<file path="src/rtl/product_accumulator.sv">
`default_nettype none
// ============================================================================
// Module      : product_accumulator
// Description : Sums a frame of COUNT unsigned 16-bit products into an
//               ACC_W-bit accumulator. When the frame is complete the block
//               holds the result and waits for an acknowledge. A sticky flag
//               records any carry out of the accumulator during the frame.
// Ports       : i_Clk      - clock, rising edge active
//               i_Rst_n    - asynchronous active-low reset
//               i_Clear    - synchronous frame abort, highest priority
//               i_P        - unsigned product input (16 bits)
//               i_Valid    - i_P valid this cycle
//               o_Ready    - block accepts i_P this cycle (ACCUM state)
//               o_Acc      - registered running / final sum
//               o_Count    - products accepted in the current frame
//               o_Valid    - frame complete, o_Acc is final (HOLD state)
//               i_Ack      - downstream consumed the final sum
//               o_Overflow - sticky carry-out flag for the current frame
// Revision    : 1.0 - initial release
// ============================================================================
module product_accumulator #(
    parameter int ACC_W = 24,   // accumulator width, 16..32
    parameter int COUNT = 8     // products per frame, 1..255
) (
    input  logic             i_Clk,
    input  logic             i_Rst_n,
    input  logic             i_Clear,
    input  logic [15:0]      i_P,
    input  logic             i_Valid,
    output logic             o_Ready,
    output logic [ACC_W-1:0] o_Acc,
    output logic [7:0]       o_Count,
    output logic             o_Valid,
    input  logic             i_Ack,
    output logic             o_Overflow
);

    typedef enum logic [0:0] {
        ST_ACCUM = 1'b0,
        ST_HOLD  = 1'b1
    } state_t;

    localparam logic [7:0] COUNT_LAST = 8'(COUNT);

    state_t           state;
    logic [ACC_W:0]   sum_ext;     // one extra bit captures the carry-out
    logic [7:0]       count_next;
    logic             transfer;

    assign sum_ext    = {1'b0, o_Acc} + {{(ACC_W - 15){1'b0}}, i_P};
    assign count_next = o_Count + 8'd1;
    // o_Ready is a register, so this term has no input-to-output path.
    assign transfer   = i_Valid & o_Ready;

    // o_Ready / o_Valid are registered alongside the state so that both
    // always reflect the state register exactly.
    always_ff @(posedge i_Clk or negedge i_Rst_n) begin
        if (!i_Rst_n) begin
            state      <= ST_ACCUM;
            o_Ready    <= 1'b1;
            o_Valid    <= 1'b0;
            o_Acc      <= '0;
            o_Count    <= '0;
            o_Overflow <= 1'b0;
        end else if (i_Clear) begin
            // Abort wins over everything, including a concurrent transfer.
            state      <= ST_ACCUM;
            o_Ready    <= 1'b1;
            o_Valid    <= 1'b0;
            o_Acc      <= '0;
            o_Count    <= '0;
            o_Overflow <= 1'b0;
        end else begin
            case (state)
                ST_ACCUM: begin
                    if (transfer) begin
                        o_Acc   <= sum_ext[ACC_W-1:0];
                        o_Count <= count_next;
                        if (sum_ext[ACC_W]) begin
                            o_Overflow <= 1'b1;
                        end
                        if (count_next == COUNT_LAST) begin
                            state   <= ST_HOLD;
                            o_Ready <= 1'b0;
                            o_Valid <= 1'b1;
                        end
                    end
                end
                ST_HOLD: begin
                    // Result stays frozen until acknowledged; no product is
                    // taken in the acknowledge cycle since o_Ready is low.
                    if (i_Ack) begin
                        state      <= ST_ACCUM;
                        o_Ready    <= 1'b1;
                        o_Valid    <= 1'b0;
                        o_Acc      <= '0;
                        o_Count    <= '0;
                        o_Overflow <= 1'b0;
                    end
                end
                default: begin
                    state   <= ST_ACCUM;
                    o_Ready <= 1'b1;
                    o_Valid <= 1'b0;
                end
            endcase
        end
    end

endmodule
`default_nettype wire

</file>
<file path="config.mk">
export PLATFORM = sky130hd
export DESIGN_NAME = product_accumulator
export DESIGN_NICKNAME = d
export VERILOG_FILES = /design/src/rtl/product_accumulator.sv
export SDC_FILE = /design/constraint.sdc
export NUM_CORES = 1
export LEC_CHECK = 0
export CELL_PAD_IN_SITES_DETAIL_PLACEMENT = 1
export CELL_PAD_IN_SITES_GLOBAL_PLACEMENT = 1
export CORE_UTILIZATION = 34
export DETAILED_ROUTE_END_ITERATION = 8
export PLACE_DENSITY = 0.81
export SLEW_MARGIN = 20
export SYNTH_ARGS = -nofsm -noshare
export SYNTH_HDL_FRONTEND = slang
export SYNTH_SLANG_ARGS = --single-unit
</file>
<file path="constraint.sdc">
create_clock -name i_Clk -period 2.5 [get_ports i_Clk]
set_clock_uncertainty 0.15 [all_clocks]
set_input_delay 0.5 -clock i_Clk [delete_from_list [all_inputs] [get_ports i_Clk]]
set_output_delay 0.5 -clock i_Clk [all_outputs]
set_load 0.05 [all_outputs]
</file>
==> key figures <==
Floorplanning
  – Core Area: 6870 sq um
  – Chip Width: 86.6 microns
  – Initial cell density of the core: 35.5%
  – IO Pins: 56
  – Std-Cell Rows: 30
  – Die area: 7510 sq um
  – Die height: 86.6 microns

Timing
  – Worst slew margin: 66.1%
  – Final Hold Violating Endpoints: 0
  – Setup violators final: 0
  – Fin crit share: 96.6%
  – Slew @ Worst Pin: 0.507 ns
  – Final Critical Period: 2.41 ns
  – RSZ-0062 raised after global routing: true
  – FMAX: 0.414 GHz
  – Pins Over Slew Limit: 0

Placement
  – Routability Congestion: 0.850
  – PortBufs: 55
  – Placed cells: 478
  – Post-DP HPWL: 5770 microns
  – Placed inst area: 3520 sq um

Setup path
  – Setup crit end kind: flip-flop
  – Critical Path Max Stage Delay: 0.51 ns
  – Worst-path maximum fanout: 7
  – Worst-path cell chain: clkdlybuf4s15_1 > ha_4 > a211oi_2 > buf_4 > o21ai_4 > a2111oi_4 > o41a_1 > or3_1 > a21oi_1
  – R2r startpoint: o_Acc[1]
  – Startpoint types: primary input
  – CP required: 2.57 ns
  – CP arrival: 2.49 ns
  – Setup CP Type: in -> reg
  – Crit-path slowest cell: o41a_1
  – Crit path from: i_P[1]

CTS
  – Clock sink total: 36
  – CTS max path bufs: 2
  – CTS tree: built
  – Total CTS buffers: 5
  – CTS HTree Levels: 2
  – Clock slew at reported path FFs: 0.07 ns
  – Clock Latency Late Sink: 0.30 ns
  – Root Buffer: clkbuf_8
  – CTS Hold Bufs: 0

Worst hold path
  – Hold Crit Class: reg -> reg
  – Critical hold path startpoint: o_Valid

Logic synthesis
  – Yosys reg bits: 36
  – Synthesized cell area: 2440 sq um
  – Syn Inst Count: 277
  – Top FF cell, synth: dfrtp_1
  – Yosys warning count: 0
  – Sequential area share after synthesis: 37.0%
  – Post-synth cell types: 44
  – EDFF count, synth: 0
  – Mapped Nets: 316
  – Share of synthesized registers carrying an async set or reset: 100%
  – Syn_area_per_cell: 8.79 sq um

Drt
  – Pre-antenna DRT Iters: 4
  – Initial DRC Count: 56
  – Final WL: 8510 microns
  – Vias/cell: 5.33
  – Post-route ant nets: 0
  – Vias post-DR: 2,614
  – DRC violations left: 0
  – Routed len/inst: 17.4 microns

Final layout
  – Most frequent cells in the layout: buf_4, clkdlybuf4s50_1, nand2_1
  – Layout cell share with drive strength beyond 1: 27.4%
  – Final Util: 56.8%
  – Commonest non-fill, non-tap cell in the layout: buf_4
  – Design area: 3900 sq um
  – Diodes inserted: 0
  – Multi-input logic area: 1760 sq um
  – FF/Latch Area: 903 sq um
  – Post-Layout Cell Count: 490
  – Fill cells: 803
  – Final nets: 432
  – Area growth syn-to-layout: 60.2%

GRT
  – Global-route wire length before repair: 13,400 microns
  – Grt ovf: 0
  – Vias in the first global route: 2,715
  – Antenna violations before repair: 0
  – Largest net degree at the start of global routing: 37
  – All-Layer GR Usage: 23.0%

Run status
  – Status: completed

Power and ir drop
  – Maximum vdd drop: 0.282 mV
  – Pleak: 0.00167 uW
  – PwrDens: 592 nW/um^2

Run
  – Max_cap viols: 0
layout make-up:
class / instances / share of cell area, %
sequential: 36 / 23.1
inverter: 3 / 0.289
clock buffer: 8 / 2.31
multi-input combinational: 231 / 45.1
timing repair buffer: 116 / 26.1
tap: 96 / 3.08
power breakdown:
part	internal, uW	switching (uW)	leakage, uW
Clock	226	235	0.0000455
Combinational	542	615	0.00114
Sequential	627	65.3	0.000485
kinds of logic (layout without fill, tap and decap cells):
| logic type | after synthesis | count (layout) | share of synthesized area [%] |
|---|---|---|---|
| multiplexers | 4 | 4 | 1.64 |
| XOR/XNOR | 14 | 14 | 5.03 |
| AO/OA/AOI/OAI | 94 | 94 | 25.2 |
| adder cells (fa/ha/maj) | 18 | 18 | 9.55 |
| flip-flops | 36 | 36 | 37.0 |
| buffers and inverters | 10 | 127 | 1.59 |
| AND/OR/NAND/NOR | 101 | 101 | 19.9 |
final timing paths:
kind / to / slack [ns] / cells after the start
worst max-delay path: o_Acc[21] / 0.09 / 9
worst min-delay path: o_Valid / 0.38 / 1
worst max register to register: o_Acc[21] / 0.09 / 8
worst min register to register: o_Valid / 0.38 / 1
max in group asynchronous: o_Acc[0] / 1.34 / 2
min in group asynchronous: o_Acc[11] / 0.49 / 2
stage by stage:
stage	TNS [ns]	hold WS (ns)	setup WS [ns]	total power [uW]
CTS	0	0.378	0.00205	2230
global route	-0.0114	0.405	-0.00749	2420
detailed placement	-8.28	0.358	-0.601	1690
global placement	-7.00	0.342	-0.462	1650
floorplan	-0.284	0.0544	-0.0615	1240
finish	0	0.384	0.0860	2310
critical path, delay by kind of cell:
kind            cells  cell delay [ns]
compound gates      5             0.98
simple gates        1             0.34
fa+ha+maj           1             0.29
buf+inv             2             0.35
state kept, by name (all words and copies together), names as in the netlist:
register,flops
o_Acc,24
o_Count,8
o_Overflow,1
o_Ready,1
o_Valid,1
state,1
layer usage:
| metal | track usage (%) | routed length (microns) | vias to the layer above |
|---|---|---|---|
| met3 | 3.24 | 257 | 11 |
| li1 | - | - | 1251 |
| met5 | 0 | 0 | - |
| met2 | 41.1 | 4210 | 60 |
| met1 | 29.4 | 3910 | 1292 |
| met4 | 5.61 | 129 | 0 |
cells in the mapped netlist (all sizes together), types with 2 or more instances:
library cell | count | share of area (%)
nor2b | 2 | 0.51
inv | 3 | 0.46
o31ai | 4 | 1.2
nand3 | 6 | 1.2
and3 | 9 | 2.3
mux2i | 4 | 1.6
dfrtp | 35 | 36
o21ai | 41 | 8.6
a21oi | 17 | 3.5
nand2 | 35 | 5.4
o41ai | 3 | 1.1
a21boi | 2 | 0.62
nand2b | 6 | 1.5
a22o | 3 | 1.1
nand4 | 9 | 2.3
ha | 17 | 8.7
nor2 | 18 | 2.8
a211oi | 4 | 1.4
xnor2 | 7 | 2.5
xor2 | 7 | 2.5
a31oi | 4 | 1.0
clkbuf | 6 | 0.92
and2 | 3 | 0.77
o21a | 4 | 1.2
nor3 | 6 | 1.2
a21o | 3 | 0.92
or3 | 5 | 1.3
timing repair:
action / 4_1_cts / 5_1_grt
endpoints found under the setup margin: 16 / 10
setup buffers: 2 / 2
gates resized for setup: 33 / 27
pin swaps: 18 / 15
(Power assumes the default switching activity.)
